**src/rtl/lc3b_types.sv**
```systemverilog
// Shared LC-3b types: machine word, opcode encoding and the indirect-access sequencer states.
package lc3b_types;

  typedef logic [15:0] lc3b_word;

  typedef enum logic [3:0] {
    op_br   = 4'b0000,
    op_add  = 4'b0001,
    op_ldb  = 4'b0010,
    op_stb  = 4'b0011,
    op_jsr  = 4'b0100,
    op_and  = 4'b0101,
    op_ldr  = 4'b0110,
    op_str  = 4'b0111,
    op_rti  = 4'b1000,
    op_not  = 4'b1001,
    op_ldi  = 4'b1010,
    op_sti  = 4'b1011,
    op_jmp  = 4'b1100,
    op_shf  = 4'b1101,
    op_lea  = 4'b1110,
    op_trap = 4'b1111
  } lc3b_opcode;

  typedef enum logic [1:0] {
    IDLE,
    PTR,
    FINAL,
    DONE
  } lc3b_ind_state;

  function automatic logic is_indirect(lc3b_opcode op);
    return (op == op_ldi) || (op == op_sti);
  endfunction

endpackage

```
**src/rtl/sat_counter.sv**
```systemverilog
// Up-counter with synchronous reset that sticks at its all-ones value.
module sat_counter #(
  parameter int unsigned WIDTH = 16
) (
  input  logic             clk,
  input  logic             reset,
  input  logic             inc,
  output logic [WIDTH-1:0] count
);

  logic [WIDTH-1:0] count_q;

  always_ff @(posedge clk) begin
    if (reset) begin
      count_q <= '0;
    end else if (inc && (count_q != '1)) begin
      count_q <= count_q + WIDTH'(1);
    end
  end

  assign count = count_q;

endmodule

```
**src/rtl/indirect_seq.sv**
```systemverilog
// Two-pass LDI/STI sequencer in the mem stage: fetch the pointer, then read or write through it.
module indirect_seq
  import lc3b_types::*;
#(
  parameter int unsigned COUNT_W = 16
) (
  input  logic               clk,
  input  logic               reset,
  input  logic               mem_valid,
  input  lc3b_opcode         mem_opcode,
  input  lc3b_word           mem_address,
  input  lc3b_word           mem_wdata,
  input  logic               flush,
  input  logic               dmem_resp,
  input  lc3b_word           dmem_rdata,
  output logic               dmem_read,
  output logic               dmem_write,
  output lc3b_word           dmem_address,
  output lc3b_word           dmem_wdata,
  output logic               ind_active,
  output logic               ind_done,
  output lc3b_word           ind_rdata,
  output logic [COUNT_W-1:0] ind_count
);

  lc3b_ind_state state_q, state_d;
  lc3b_word      addr_q, wdata_q, ptr_q, rdata_q;
  logic          is_store_q;
  logic          flush_pend_q, flush_pend_d;
  logic          accept;
  logic          count_inc;

  assign accept    = (state_q == IDLE) && mem_valid && is_indirect(mem_opcode) && !flush;
  assign count_inc = (state_q == DONE) && !flush_pend_q;

  always_ff @(posedge clk) begin
    if (reset) begin
      state_q <= IDLE;
    end else begin
      state_q <= state_d;
    end
  end

  always_comb begin
    state_d      = state_q;
    flush_pend_d = flush_pend_q;
    unique case (state_q)
      IDLE: begin
        flush_pend_d = 1'b0;
        if (accept) state_d = PTR;
      end
      PTR: begin
        if (dmem_resp) begin
          state_d = (flush_pend_q || flush) ? IDLE : FINAL;
        end else if (flush) begin
          flush_pend_d = 1'b1;
        end
      end
      FINAL: begin
        if (dmem_resp) begin
          state_d = DONE;
        end else if (flush) begin
          flush_pend_d = 1'b1;
        end
      end
      DONE: state_d = IDLE;
    endcase
  end

  always_ff @(posedge clk) begin
    if (reset) begin
      addr_q       <= '0;
      wdata_q      <= '0;
      ptr_q        <= '0;
      rdata_q      <= '0;
      is_store_q   <= 1'b0;
      flush_pend_q <= 1'b0;
    end else begin
      flush_pend_q <= flush_pend_d;
      if (accept) begin
        addr_q     <= mem_address;
        wdata_q    <= mem_wdata;
        is_store_q <= (mem_opcode == op_sti);
      end
      if ((state_q == PTR) && dmem_resp) ptr_q <= dmem_rdata;
      if ((state_q == FINAL) && dmem_resp && !is_store_q) rdata_q <= dmem_rdata;
    end
  end

  // Outputs depend only on state and registers (never on dmem_resp); reset forces them low.
  always_comb begin
    dmem_read    = 1'b0;
    dmem_write   = 1'b0;
    dmem_address = '0;
    dmem_wdata   = '0;
    ind_active   = 1'b0;
    ind_done     = 1'b0;
    if (!reset) begin
      unique case (state_q)
        IDLE: ;
        PTR: begin
          dmem_read    = 1'b1;
          dmem_address = {addr_q[15:1], 1'b0};
          ind_active   = 1'b1;
        end
        FINAL: begin
          dmem_address = {ptr_q[15:1], 1'b0};
          ind_active   = 1'b1;
          if (is_store_q) begin
            dmem_write = 1'b1;
            dmem_wdata = wdata_q;
          end else begin
            dmem_read = 1'b1;
          end
        end
        DONE: ind_done = !flush_pend_q;
      endcase
    end
  end

  assign ind_rdata = rdata_q;

  sat_counter #(
    .WIDTH(COUNT_W)
  ) u_count (
    .clk  (clk),
    .reset(reset),
    .inc  (count_inc),
    .count(ind_count)
  );

endmodule

```
**config.mk**
```make
export PLATFORM = sky130hd
export DESIGN_NAME = indirect_seq
export DESIGN_NICKNAME = d
export VERILOG_FILES = /design/src/rtl/lc3b_types.sv /design/src/rtl/sat_counter.sv /design/src/rtl/indirect_seq.sv
export SDC_FILE = /design/constraint.sdc
export NUM_CORES = 1
export LEC_CHECK = 0
export CORE_MARGIN = 3
export CORE_UTILIZATION = 40
export CTS_BUF_LIST = sky130_fd_sc_hd__clkbuf_4
export CTS_CLUSTER_DIAMETER = 150
export DETAILED_ROUTE_END_ITERATION = 16
export HOLD_SLACK_MARGIN = 0.1
export PLACE_DENSITY_LB_ADDON = 0.3
export SYNTH_ARGS = -nofsm -noshare
export SYNTH_HDL_FRONTEND = slang
export SYNTH_SLANG_ARGS = --single-unit
```
**constraint.sdc**
```tcl
create_clock -name clk -period 3.1 [get_ports clk]
set_input_delay 0.93 -clock clk [delete_from_list [all_inputs] [get_ports clk]]
set_output_delay 0.93 -clock clk [all_outputs]
set_load 0.02 [all_outputs]
```
==> impl_metrics.ini <==
[status]
run_status = complete, no violations

[place]
portBuffers = 122
routabilityCongestion = 0.8943
dp_hpwl_um = 7069
placed_area_um2 = 4885
place_inst = 671

[detailed_routing]
ant_nets = 0
routed_wirelength_um = 9848
drt_first_pass_iters = 4
wl_per_cell_um = 14.33
drtIter0Drc = 242
vias_per_cell = 5.198
drc = 0
via_count = 3571

[layout]
antenna_cells = 0
drive_gt1_share_pct = 5.842
seqCellArea_um2 = 1643
fillCellCount = 764
fin_cells = 687
finalNetCount = 640
areaGrowthSynthToFinish_pct = 39.96
final_util_pct = 59.17
final_cell_area_um2 = 5009
multi_input_area_um2 = 1778

[logic_synthesis]
yosysWarnings = 0
synth_nets = 529
synth-main-ff-cell = dfxtp_1
synth_edf_count = 0
synth_cells = 466
ys_async_sr_fraction_pct = 0
seq_area_frac_synth_pct = 45.87
avgSynthCellArea_um2 = 7.679
synth.ff_latch_count = 82
synth_cell_type_count = 47
syn-cell-area_um2 = 3578

[min_path]
hold_class = reg2reg

[die]
die_y_um = 100.6
die_w_um = 100.6
die_area_um2 = 10120
placementRows = 33
ioPinCount = 125
core_um2 = 8464
start_util_pct = 42.28

[critical_path]
crit_arrival_ns = 2.01
critPathRequiredTime_ns = 2.17
worstSetupPathType = reg2out
start_kind = flop
critPathCaptureType = primary output
cp_max_fo = 17

[clock_tree]
cts_setup_buffers = 0
clk_path_buf_depth = 2
cts_root_buf = clkbuf_4
htree_levels = 3
clkTransAtPathRegs_ns = 0.12
cts_buffers = 9
cts_tree = built
clk-insertion-delay-late_ns = 0.42
cts_sinks = 82

[grt]
grt_pass1_wl_um = 16070
antenna_found_initial = 0
grt_max_degree = 45
grt_usage_pct = 19.56
grt_pass1_vias = 3349
overflow = 0

[timing]
finalHoldViolCount = 0
finalCritPeriodShare_pct = 94.74
rsz0062_at_grt = no
setup_viol = 0
layout_min_cycle_time_ns = 2.937
fmax_mhz = 340.5
finClkSkew_ns = 0.01514
totalNegativeSetupSlack_ns = 0
slew_headroom_pct = 49.60
drv_slew = 0
tightest_slew_ns = 0.7491

[pwr]
p_leak_nw = 1.816
ir_drop_v = 0.0002869
cellPowerDensity_nw_per_um2 = 396.6

[run]
maxCapViolations = 0
[layout make-up]
| class | count | share of cell area, % |
|---|---|---|
| Timing Repair Buffer | 133 | 25.41 |
| Tap cell | 105 | 2.623 |
| Clock buffer | 11 | 1.649 |
| Multi-Input combinational cell | 345 | 35.50 |
| Sequential cell | 82 | 32.80 |
| Inverter | 6 | 0.4497 |
| Clock inverter | 5 | 1.574 |
[repair_timing]
action | in CTS | in global routing
endpoints found under the setup margin | 33 | 1
pin swaps | 0 | 0
gates resized for setup | 34 | 1
hold buffers | 0 | 0
[cell usage in the layout, fill, tap and decap left out, types with 2 or more instances in the layout]
cell type,netlist,routed
nand2_1,136,136
clkdlybuf4s50_1,0,87
dfxtp_1,82,81
a21oi_1,72,72
dlygate4sd2_1,0,33
nor2_1,27,27
and2_1,19,19
a22oi_1,15,15
clkbuf_4,0,11
buf_4,1,10
nand4_1,7,7
nor3_1,7,7
inv_1,6,6
ha_1,6,6
nand3_1,5,5
a211oi_1,4,4
o31ai_1,4,4
nor2b_1,3,3
or4_1,3,3
o21ai_0,3,3
or3_1,3,3
a31oi_1,3,3
and4_1,3,3
nor4_1,2,2
clkinvlp_4,0,2
bufinv_16,0,2
[state kept, by name, summed over array words and instances, names as in the netlist, named ones only]
register	flops
addr_q	15
is_store_q	1
ind_rdata	16
flush_pend_q	1
u_count.count	16
state_q	1
wdata_q	16
ptr_q	15
[Yosys cell counts, drive strengths merged, types with 4 or more instances]
| library cell | instances | area share (%) |
|---|---|---|
| a211oi | 4 | 0.84 |
| a21oi | 72 | 10 |
| a22oi | 15 | 3.1 |
| and2 | 19 | 3.3 |
| buf | 9 | 1.3 |
| clkbuf | 24 | 2.5 |
| dfxtp | 82 | 46 |
| ha | 6 | 2.1 |
| inv | 6 | 0.63 |
| nand2 | 137 | 14 |
| nand3 | 5 | 0.70 |
| nand4 | 7 | 1.2 |
| nor2 | 27 | 2.8 |
| nor3 | 8 | 1.3 |
| o31ai | 4 | 0.84 |
[cells by family (layout without fill, tap and decap cells)]
group,Yosys count,count (layout),synth area share (%)
AO/OA/AOI/OAI,112,112,18.64
adder cells (fa/ha/maj),6,6,2.098
buffers and inverters,39,155,4.440
flip-flops,82,82,45.87
multiplexers,1,1,0.3147
other,1,1,0.1048
AND/OR/NAND/NOR,225,225,28.53
[path summary, 6_finish.rpt]
| path | slack, ns | cells past startpoint | start | end |
|---|---|---|---|---|
| worst max-delay path | 0.16 | 6 | flop | dmem_address[5] |
| worst min-delay path | 0.46 | 2 | wdata_q[8] | wdata_q[8] |
| worst max register to register | 1.07 | 5 | flop | u_count.count[13] |
| worst min register to register | 0.46 | 2 | wdata_q[8] | wdata_q[8] |
[where the power goes]
group / switching (mW) / leakage (nW) / internal [mW]
registers: 0.0126 / 0.662 / 1.07
logic: 0.101 / 1.07 / 0.102
clock network: 0.354 / 0.0807 / 0.343
[worst max-delay path, cell delays in order (launching register included)]
cell,delay [ns]
dfxtp_1,0.44
inv_1,0.12
ha_1,0.31
nand2b_1,0.09
buf_12,0.16
nor2_1,0.11
dlygate4sd2_1,0.37
[metrics by stage]
step	total power [mW]	setup WS, ns	hold WS, ns
floorplan	1.201	0.3610	0.4317
global placement	1.309	0.004476	0.4374
detailed placement	1.312	0.004256	0.4453
CTS	2.007	0.07499	0.4627
global route	2.087	0.03011	0.4813
finish	1.987	0.1631	0.4611
[metal layers]
layer	share of wire [%]	track usage, %	vias to the layer above
li1	-	-	1815
met1	47	27.52	1619
met2	43	27.70	131
met3	9.2	7.751	6
met4	0.83	5.285	0
met5	0	0	-
No activity file was read; power rests on OpenSTA's default activity.
